`config.mk`:
```
export PLATFORM = sky130hd
export DESIGN_NAME = dmem_arbiter
export DESIGN_NICKNAME = d
export VERILOG_FILES = /design/src/rtl/module_types.sv /design/src/rtl/dmem_hazard_check.sv /design/src/rtl/dmem_arbiter.sv
export SDC_FILE = /design/constraint.sdc
export NUM_CORES = 1
export LEC_CHECK = 0
export ABC_AREA = 1
export ABC_CLOCK_PERIOD_IN_PS = 1700
export BUFFER_PORTS_ARGS = -buffer_cell sky130_fd_sc_hd__buf_4
export CORE_MARGIN = 8
export CORE_UTILIZATION = 42
export CTS_CLUSTER_SIZE = 30
export DETAILED_ROUTE_END_ITERATION = 10
export GPL_TIMING_DRIVEN = 0
export PLACE_DENSITY = 0.87
export RECOVER_POWER = 50
export SLEW_MARGIN = 30
export SYNTH_ARGS = -nofsm -noshare
export SYNTH_HDL_FRONTEND = slang
export SYNTH_SLANG_ARGS = --single-unit
export TNS_END_PERCENT = 50
```
`constraint.sdc`:
```
create_clock -name clk -period 1.7 [get_ports clk]
set_input_delay 0.085 -clock clk [delete_from_list [all_inputs] [get_ports clk]]
set_output_delay 0.085 -clock clk [all_outputs]
set_load 0.01 [all_outputs]
```
`src/rtl/module_types.sv`:
```
// rtl/module_types.sv - shared types for dmem_arbiter; FWD state exists only with DMEM_ARB_STORE_FWD_EN
package module_types;

   localparam int WORD_OFFSET_BITS = 2;

   typedef struct packed {
      logic [31:0] addr;
      logic [31:0] wdata;
      logic [3:0]  wmask;
   } store_buf_entry_t;

   typedef enum logic [1:0] {
      IDLE,
      LOAD_WAIT,
`ifdef DMEM_ARB_STORE_FWD_EN
      STORE_WAIT,
      FWD
`else
      STORE_WAIT
`endif
   } dmem_arb_state_t;

endpackage

```
`src/rtl/dmem_hazard_check.sv`:
```
// rtl/dmem_hazard_check.sv - same-word load/store overlap detection
module dmem_hazard_check
   import module_types::*;
(
   input  logic [31:0]      i_load_addr,
   input  logic [3:0]       i_load_rmask,
   input  store_buf_entry_t i_store_entry,
   input  logic             i_store_valid,
   output logic             o_hazard,
   output logic             o_fwd_ok
);

   logic w_same_word;
   logic w_unused;

   assign w_same_word = i_load_addr[31:WORD_OFFSET_BITS] == i_store_entry.addr[31:WORD_OFFSET_BITS];
   assign o_hazard    = i_store_valid && w_same_word && ((i_load_rmask & i_store_entry.wmask) != 4'b0);
   // Forwarding is only safe when the store covers every byte the load reads.
   assign o_fwd_ok    = o_hazard && ((i_load_rmask & ~i_store_entry.wmask) == 4'b0);

   assign w_unused = ^{i_load_addr[WORD_OFFSET_BITS-1:0],
                       i_store_entry.addr[WORD_OFFSET_BITS-1:0],
                       i_store_entry.wdata};

endmodule

```
`src/rtl/dmem_arbiter.sv`:
```
// rtl/dmem_arbiter.sv - load / store-buffer arbiter in front of the data memory port
// Store-to-load forwarding is built when DMEM_ARB_STORE_FWD_EN is defined.
module dmem_arbiter
   import module_types::*;
#(
   parameter int STARVE_LIMIT = 4
)
(
   input  logic             clk,
   input  logic             rst,
   input  logic             flush,
   input  logic             load_req_valid,
   output logic             load_req_ready,
   input  logic [31:0]      load_req_addr,
   input  logic [3:0]       load_req_rmask,
   output logic             load_resp_valid,
   output logic [31:0]      load_resp_rdata,
   input  logic             store_valid,
   input  store_buf_entry_t store_entry,
   output logic             store_done,
   output logic [31:0]      dmem_addr,
   output logic [3:0]       dmem_rmask,
   output logic [3:0]       dmem_wmask,
   output logic [31:0]      dmem_wdata,
   input  logic             dmem_resp,
   input  logic [31:0]      dmem_rdata
);

   localparam int              CNT_W   = $clog2(STARVE_LIMIT + 1);
   localparam logic [CNT_W-1:0] CNT_MAX = CNT_W'(STARVE_LIMIT);

   dmem_arb_state_t r_state;
   dmem_arb_state_t w_next_state;

   logic [CNT_W-1:0] r_starve_cnt;
   logic             r_kill;
   logic [31:0]      r_dmem_addr;
   logic [3:0]       r_dmem_rmask;
   logic [3:0]       r_dmem_wmask;
   logic [31:0]      r_dmem_wdata;
   logic             r_resp_valid;
   logic [31:0]      r_resp_rdata;
   logic             r_store_done;

   logic w_hazard;
   logic w_fwd_ok;
   logic w_load_ok;
   logic w_force;
   logic w_grant_load;
   logic w_grant_store;
   logic w_grant_fwd;

   dmem_hazard_check u_hazard (
      .i_load_addr   (load_req_addr),
      .i_load_rmask  (load_req_rmask),
      .i_store_entry (store_entry),
      .i_store_valid (store_valid),
      .o_hazard      (w_hazard),
      .o_fwd_ok      (w_fwd_ok)
   );

   assign w_load_ok = load_req_valid && !flush;
   assign w_force   = store_valid && (r_starve_cnt == CNT_MAX);

   always_comb begin
      w_grant_load  = 1'b0;
      w_grant_store = 1'b0;
      w_grant_fwd   = 1'b0;
      if (r_state == IDLE) begin
         if (w_force) begin
            w_grant_store = 1'b1;
         end else if (w_load_ok && w_hazard) begin
`ifdef DMEM_ARB_STORE_FWD_EN
            if (w_fwd_ok) begin
               w_grant_fwd = 1'b1;
            end else begin
               w_grant_store = 1'b1;
            end
`else
            w_grant_store = 1'b1;
`endif
         end else if (w_load_ok) begin
            w_grant_load = 1'b1;
         end else if (store_valid) begin
            w_grant_store = 1'b1;
         end
      end
   end

`ifndef DMEM_ARB_STORE_FWD_EN
   logic w_unused_fwd;
   assign w_unused_fwd = w_fwd_ok;
`endif

   assign load_req_ready = rst && (w_grant_load || w_grant_fwd);

   always_comb begin
      w_next_state = r_state;
      case (r_state)
         IDLE: begin
            if (w_grant_load) begin
               w_next_state = LOAD_WAIT;
            end else if (w_grant_store) begin
               w_next_state = STORE_WAIT;
`ifdef DMEM_ARB_STORE_FWD_EN
            end else if (w_grant_fwd) begin
               w_next_state = FWD;
`endif
            end
         end
         LOAD_WAIT:  if (dmem_resp) w_next_state = IDLE;
         STORE_WAIT: if (dmem_resp) w_next_state = IDLE;
         default:    w_next_state = IDLE;
      endcase
   end

   always_ff @(posedge clk) begin
      if (!rst) begin
         r_state <= IDLE;
      end else begin
         r_state <= w_next_state;
      end
   end

   // Counts loads that win while a store waits; any store grant or empty buffer resets it.
   always_ff @(posedge clk) begin
      if (!rst) begin
         r_starve_cnt <= '0;
      end else if (w_grant_store || !store_valid) begin
         r_starve_cnt <= '0;
      end else if ((w_grant_load || w_grant_fwd) && (r_starve_cnt != CNT_MAX)) begin
         r_starve_cnt <= r_starve_cnt + CNT_W'(1);
      end
   end

   always_ff @(posedge clk) begin
      if (!rst) begin
         r_kill       <= 1'b0;
         r_dmem_addr  <= '0;
         r_dmem_rmask <= '0;
         r_dmem_wmask <= '0;
         r_dmem_wdata <= '0;
         r_resp_valid <= 1'b0;
         r_resp_rdata <= '0;
         r_store_done <= 1'b0;
      end else begin
         r_resp_valid <= 1'b0;
         r_store_done <= 1'b0;
         case (r_state)
            IDLE: begin
               r_kill <= 1'b0;
               if (w_grant_load) begin
                  r_dmem_addr  <= {load_req_addr[31:WORD_OFFSET_BITS], {WORD_OFFSET_BITS{1'b0}}};
                  r_dmem_rmask <= load_req_rmask;
                  r_dmem_wmask <= 4'b0;
               end else if (w_grant_store) begin
                  r_dmem_addr  <= {store_entry.addr[31:WORD_OFFSET_BITS], {WORD_OFFSET_BITS{1'b0}}};
                  r_dmem_wmask <= store_entry.wmask;
                  r_dmem_wdata <= store_entry.wdata;
                  r_dmem_rmask <= 4'b0;
               end else if (w_grant_fwd) begin
                  r_resp_valid <= 1'b1;
                  r_resp_rdata <= store_entry.wdata;
               end
            end
            LOAD_WAIT: begin
               if (dmem_resp) begin
                  r_dmem_rmask <= 4'b0;
                  r_resp_valid <= !(r_kill || flush);
                  r_resp_rdata <= dmem_rdata;
                  r_kill       <= 1'b0;
               end else if (flush) begin
                  r_kill <= 1'b1;
               end
            end
            STORE_WAIT: begin
               if (dmem_resp) begin
                  r_dmem_wmask <= 4'b0;
                  r_store_done <= 1'b1;
               end
            end
            default: begin
               r_kill <= 1'b0;
            end
         endcase
      end
   end

`ifdef DMEM_ARB_STORE_FWD_EN
   // The forwarded response is already registered, so a flush in FWD masks it here.
   assign load_resp_valid = r_resp_valid && !((r_state == FWD) && flush);
`else
   assign load_resp_valid = r_resp_valid;
`endif

   assign load_resp_rdata = r_resp_rdata;
   assign store_done      = r_store_done;
   assign dmem_addr       = r_dmem_addr;
   assign dmem_rmask      = r_dmem_rmask;
   assign dmem_wmask      = r_dmem_wmask;
   assign dmem_wdata      = r_dmem_wdata;

endmodule

```
==> flow_summary.html <==
<table>
<tr><th>Metric</th><th>Value</th></tr>
<tr><th colspan="2">Placement</th></tr>
<tr><td>Cells after DPL</td><td>1228</td></tr>
<tr><td>Placement Cell Area</td><td>7340 µm²</td></tr>
<tr><td>Worst slack at placement</td><td>-0.413 ns</td></tr>
<tr><td>HPWL Detailed</td><td>15400 µm</td></tr>
<tr><td>Final GP Congestion</td><td>0.937</td></tr>
<tr><td>Number of buffers inserted by port buffering</td><td>241</td></tr>
<tr><th colspan="2">Timing</th></tr>
<tr><td>Tightest Pin Transition</td><td>0.657 ns</td></tr>
<tr><td>Relative slew slack</td><td>56.2%</td></tr>
<tr><td>Clock tree skew after final layout</td><td>0.00851 ns</td></tr>
<tr><td>Worst Hold Margin</td><td>-0.0848 ns</td></tr>
<tr><td>Time the final worst path needs with I/O delays and setup</td><td>1.75 ns</td></tr>
<tr><td>Final number of hold-violating endpoints</td><td>1</td></tr>
<tr><td>Final Slew Violations</td><td>0</td></tr>
<tr><td>Total setup violations reported at the end of the flow</td><td>3</td></tr>
<tr><td>Post-route fraction of the period consumed by the critical path</td><td>103%</td></tr>
<tr><td>RSZ-0062 raised after global routing</td><td>true</td></tr>
<tr><td>PnR worst setup slack</td><td>-0.0487 ns</td></tr>
<tr><td>FMAX</td><td>0.572 GHz</td></tr>
<tr><th colspan="2">Worst setup path</th></tr>
<tr><td>Kind of start point of the critical path</td><td>flop</td></tr>
<tr><td>Crit path capture</td><td>dmem_wdata[20]</td></tr>
<tr><td>Worst setup path category</td><td>flop to flop</td></tr>
<tr><td>Critical Path, Cell by Cell</td><td>inv_2 &gt; ha_4 &gt; nand2_4 &gt; buf_6 &gt; a21oi_2 &gt; inv_2 &gt; nand2_4 &gt; nand2_8 &gt; buf_6 &gt; o21ai_1 &gt; nor2_1</td></tr>
<tr><td>Startpoint of the most critical setup path</td><td>r_starve_cnt[0]</td></tr>
<tr><td>CP arrival</td><td>2.02 ns</td></tr>
<tr><td>Largest incremental delay on the critical path</td><td>0.34 ns</td></tr>
<tr><td>R2R depth</td><td>11</td></tr>
<tr><td>Endpoint required time on the critical path</td><td>1.97 ns</td></tr>
<tr><td>Critical Path Sink Type</td><td>flop</td></tr>
<tr><td>Critical-path maximum fanout</td><td>10</td></tr>
<tr><td>Worst flop-to-flop path startpoint</td><td>r_starve_cnt[0]</td></tr>
<tr><td>Flop-to-flop setup slack</td><td>-0.05 ns</td></tr>
<tr><td>Critical-path top delay cell</td><td>sky130_fd_sc_hd__dfxtp_2</td></tr>
<tr><td>End of the worst register-to-register path</td><td>dmem_wdata[20]</td></tr>
<tr><th colspan="2">Route</th></tr>
<tr><td>Number of DRC markers in iteration 0</td><td>589</td></tr>
<tr><td>Final wirelength</td><td>23900 µm</td></tr>
<tr><td>Final antenna-violating net count</td><td>0</td></tr>
<tr><td>Detail-routed net length per standard cell</td><td>17.9 µm</td></tr>
<tr><td>Routed vias/inst</td><td>5.13</td></tr>
<tr><td>DRC violations left</td><td>0</td></tr>
<tr><td>First-pass DRT Iterations</td><td>5</td></tr>
<tr><td>Vias</td><td>6869</td></tr>
<tr><th colspan="2">Cells and area</th></tr>
<tr><td>Post-layout instance count excluding filler cells</td><td>1340</td></tr>
<tr><td>Post-Layout Inst Area</td><td>8540 µm²</td></tr>
<tr><td>Area grow syn2layout</td><td>60.9%</td></tr>
<tr><td>Net count, final</td><td>1309</td></tr>
<tr><td>Layout cell share with drive strength beyond 1</td><td>22.2%</td></tr>
<tr><td>Leading cell type in the layout, fill and taps excluded</td><td>sky130_fd_sc_hd__nand2_1</td></tr>
<tr><td>Final core utilization</td><td>68.5%</td></tr>
<tr><td>Commonest cells after routing, fill and taps aside</td><td>sky130_fd_sc_hd__nand2_1, sky130_fd_sc_hd__buf_4, sky130_fd_sc_hd__nor2_1</td></tr>
<tr><th colspan="2">Global routing</th></tr>
<tr><td>Via count of the first global-routing pass</td><td>6898</td></tr>
<tr><td>Residual overflow from global routing</td><td>0</td></tr>
<tr><td>Number of antenna violations at the first check in global routing</td><td>0</td></tr>
<tr><td>Wire length of the first global-routing pass</td><td>35400 µm</td></tr>
<tr><td>Maximum number of pins on one net before global-route repair</td><td>19</td></tr>
<tr><td>Total GRT Usage</td><td>27.3%</td></tr>
<tr><th colspan="2">Clocking</th></tr>
<tr><td>Clock latency on the worst-skew pair</td><td>0.36 ns</td></tr>
<tr><td>Sink count of the clock tree</td><td>110</td></tr>
<tr><td>CTS Buffer Depth</td><td>2</td></tr>
<tr><td>Clock input transition at the sequential cells of the worst setup and hold paths</td><td>0.08 ns</td></tr>
<tr><td>Htree depth</td><td>3</td></tr>
<tr><td>Buffer type at the clock tree root</td><td>sky130_fd_sc_hd__clkbuf_16</td></tr>
<tr><td>Inserted Clock Buffers</td><td>9</td></tr>
<tr><td>Clock tree from TritonCTS</td><td>built</td></tr>
<tr><td>CTS Hold Bufs</td><td>74</td></tr>
<tr><th colspan="2">Synthesis</th></tr>
<tr><td>Synthesized-area fraction occupied by ao, oa, aoi and oai cells</td><td>10.3%</td></tr>
<tr><td>Library cells used by synthesis</td><td>35</td></tr>
<tr><td>Post-synthesis mux area share</td><td>0%</td></tr>
<tr><td>Count of yosys warnings during synthesis</td><td>0</td></tr>
<tr><td>Synth top area share</td><td>41.5%</td></tr>
<tr><td>Yosys reg bits</td><td>110</td></tr>
<tr><td>Cells taking the most area after synthesis</td><td>sky130_fd_sc_hd__dfxtp_1, sky130_fd_sc_hd__nand2_1, sky130_fd_sc_hd__nor2_1, sky130_fd_sc_hd__inv_1, sky130_fd_sc_hd__o21ai_0</td></tr>
<tr><td>Area share of xor/xnor cells in the synthesized design</td><td>1.49%</td></tr>
<tr><td>Cell taking the most area after synthesis</td><td>sky130_fd_sc_hd__dfxtp_1</td></tr>
<tr><td>Fraction of the mapped netlist area in adder cells</td><td>1.18%</td></tr>
<tr><td>Dominant combinational cell family by area after synthesis</td><td>simple AND/OR/NAND/NOR gates</td></tr>
<tr><td>Simple-gate share of the synthesized area</td><td>35.6%</td></tr>
<tr><td>Synth Instances</td><td>814</td></tr>
<tr><td>Average cell area after synthesis</td><td>6.52 µm²</td></tr>
<tr><td>Mapped cell area</td><td>5310 µm²</td></tr>
<tr><td>Fraction of the yosys area taken by sequential cells</td><td>41.5%</td></tr>
<tr><th colspan="2">Floorplanning</th></tr>
<tr><td>Placeable core region</td><td>12500 µm²</td></tr>
<tr><td>Row cnt</td><td>41</td></tr>
<tr><td>Die outline height</td><td>128 µm</td></tr>
<tr><td>Die Outline Area</td><td>16500 µm²</td></tr>
<tr><td>Chip Width</td><td>128 µm</td></tr>
<tr><td>Ports placed on the boundary</td><td>249</td></tr>
<tr><td>Starting density of the core</td><td>42.6%</td></tr>
<tr><th colspan="2">Outcome</th></tr>
<tr><td>Violated checks</td><td>hold timing, setup timing</td></tr>
<tr><td>Run status</td><td>complete, but fails checks</td></tr>
<tr><th colspan="2">Pwr</th></tr>
<tr><td>Power spent charging and discharging nets</td><td>0.00371 W</td></tr>
<tr><td>Switching Fraction</td><td>37.8%</td></tr>
<tr><td>Portion of total power attributed to combinational logic</td><td>40.5%</td></tr>
<tr><td>Internal power summed over all cells</td><td>0.00610 W</td></tr>
<tr><td>Total power</td><td>0.00982 W</td></tr>
<tr><td>P per Cell Area</td><td>1150 nW/µm²</td></tr>
<tr><td>Highest ir drop seen on vdd</td><td>507 µV</td></tr>
<tr><td>Relative contribution of the clock network to total power</td><td>25.3%</td></tr>
<tr><td>Sequential share of power</td><td>34.2%</td></tr>
<tr><td>Leakage dissipation</td><td>4.10 nW</td></tr>
<tr><th colspan="2">Worst hold path</th></tr>
<tr><td>Type of the tightest min-delay check</td><td>primary input to flop</td></tr>
<tr><th colspan="2">Job</th></tr>
<tr><td>Count of maximum capacitance violations</td><td>0</td></tr>
</table>
critical path, delay by kind of cell, from the launching register on:
family / cells / cell delay (ns)
compound gates: 2 / 0.11
simple gates: 4 / 0.59
buf+inv: 4 / 0.45
fa+ha+maj: 1 / 0.16
flops: 1 / 0.34
power groups by stage:
| stage | Clock, W | Sequential (W) | Combinational, W |
|---|---|---|---|
| after floorplan | 0 | 0.00358 | 0.00168 |
| after global placement | 0 | 0.00336 | 0.00341 |
| after detailed placement | 0 | 0.00338 | 0.00348 |
| after CTS | 0.00248 | 0.00332 | 0.00391 |
| after global routing | 0.00259 | 0.00340 | 0.00431 |
| final | 0.00248 | 0.00336 | 0.00398 |
worst min-delay path by stage:
stage                      from  slack, ns  cells after the start              end
after global placement    flush       0.27                      2  load_resp_valid
after global routing      flush      -0.09                      2  load_resp_valid
final                     flush      -0.08                      2  load_resp_valid
after detailed placement  flush       0.27                      2  load_resp_valid
after CTS                 flush       -0.1                      2  load_resp_valid
after floorplan           flush       0.16                      1  load_resp_valid
layer usage:
| metal | global-route usage, % | wire length (µm) | vias up |
|---|---|---|---|
| li1 | - | - | 3244 |
| met1 | 28.6 | 8600 | 3168 |
| met2 | 48.4 | 11800 | 378 |
| met3 | 7.32 | 2390 | 79 |
| met4 | 15.8 | 1110 | 0 |
| met5 | 0 | 0 | - |
metrics by stage:
step                      setup TNS, ns  hold slack (ns)
final                           -0.0657          -0.0848
after global routing              -1.10          -0.0894
after CTS                       -0.0645          -0.0968
after detailed placement         -23.06            0.271
after global placement           -20.51            0.273
after floorplan                       0            0.164
state kept, by name, summed over array words and instances (netlist names):
name and flops:
dmem_wdata 32, r_state 2, dmem_wmask 4, r_kill 1
load_resp_valid 1, dmem_addr 30, dmem_rmask 4, r_starve_cnt 3
load_resp_rdata 32, store_done 1
Yosys cell counts:
cell type / instances
sky130_fd_sc_hd__nand3_2: 1
sky130_fd_sc_hd__nor4_1: 1
sky130_fd_sc_hd__o211ai_1: 1
sky130_fd_sc_hd__dfxtp_1: 110
sky130_fd_sc_hd__nand2_4: 1
sky130_fd_sc_hd__ha_1: 5
sky130_fd_sc_hd__buf_6: 4
sky130_fd_sc_hd__xnor2_1: 7
sky130_fd_sc_hd__nor2_2: 2
sky130_fd_sc_hd__nor2_1: 160
sky130_fd_sc_hd__buf_4: 3
sky130_fd_sc_hd__clkinv_1: 5
sky130_fd_sc_hd__buf_1: 2
sky130_fd_sc_hd__nand4_1: 26
sky130_fd_sc_hd__nand2_2: 1
sky130_fd_sc_hd__or2_1: 2
sky130_fd_sc_hd__nor2_4: 2
sky130_fd_sc_hd__o21ai_1: 28
sky130_fd_sc_hd__inv_1: 83
sky130_fd_sc_hd__nand3_4: 1
sky130_fd_sc_hd__clkbuf_1: 25
sky130_fd_sc_hd__nand2_1: 219
sky130_fd_sc_hd__inv_2: 1
sky130_fd_sc_hd__xor2_1: 2
sky130_fd_sc_hd__o31ai_1: 1
sky130_fd_sc_hd__and2_1: 1
sky130_fd_sc_hd__a21oi_4: 1
sky130_fd_sc_hd__a21oi_1: 14
sky130_fd_sc_hd__nor3_1: 2
sky130_fd_sc_hd__nand3b_1: 1
sky130_fd_sc_hd__nand3_1: 36
sky130_fd_sc_hd__a211oi_1: 1
sky130_fd_sc_hd__conb_1: 1
sky130_fd_sc_hd__o21ai_0: 60
sky130_fd_sc_hd__buf_2: 4
cell families after synthesis:
logic type,after synthesis
compound gates,106
xor+xnor,9
fa+ha+maj,5
buf+inv,127
flops,110
other cells,1
simple gates,456
cell type report:
cell class                      instances  area (µm²)
Fill cell                            1037        3920
Multi-Input combinational cell        579        2780
Timing Repair Buffer                  336        2410
Sequential cell                       110        2200
Inverter                               89         339
Buffer                                 37         254
Clock buffer                           10         229
Tap cell                              172         215
Clock inverter                          6         115
Antenna cell                            1        2.50
timing repair:
| item | in CTS | in global routing |
|---|---|---|
| pin swaps | 7 | 14 |
| setup buffers | 14 | 7 |
| gates cloned | 0 | 2 |
| endpoints found under the hold margin | 75 | 1 |
| endpoints found under the setup margin | 106 | 99 |
| resized for setup | 46 | 62 |
(Power assumes the default switching activity.)
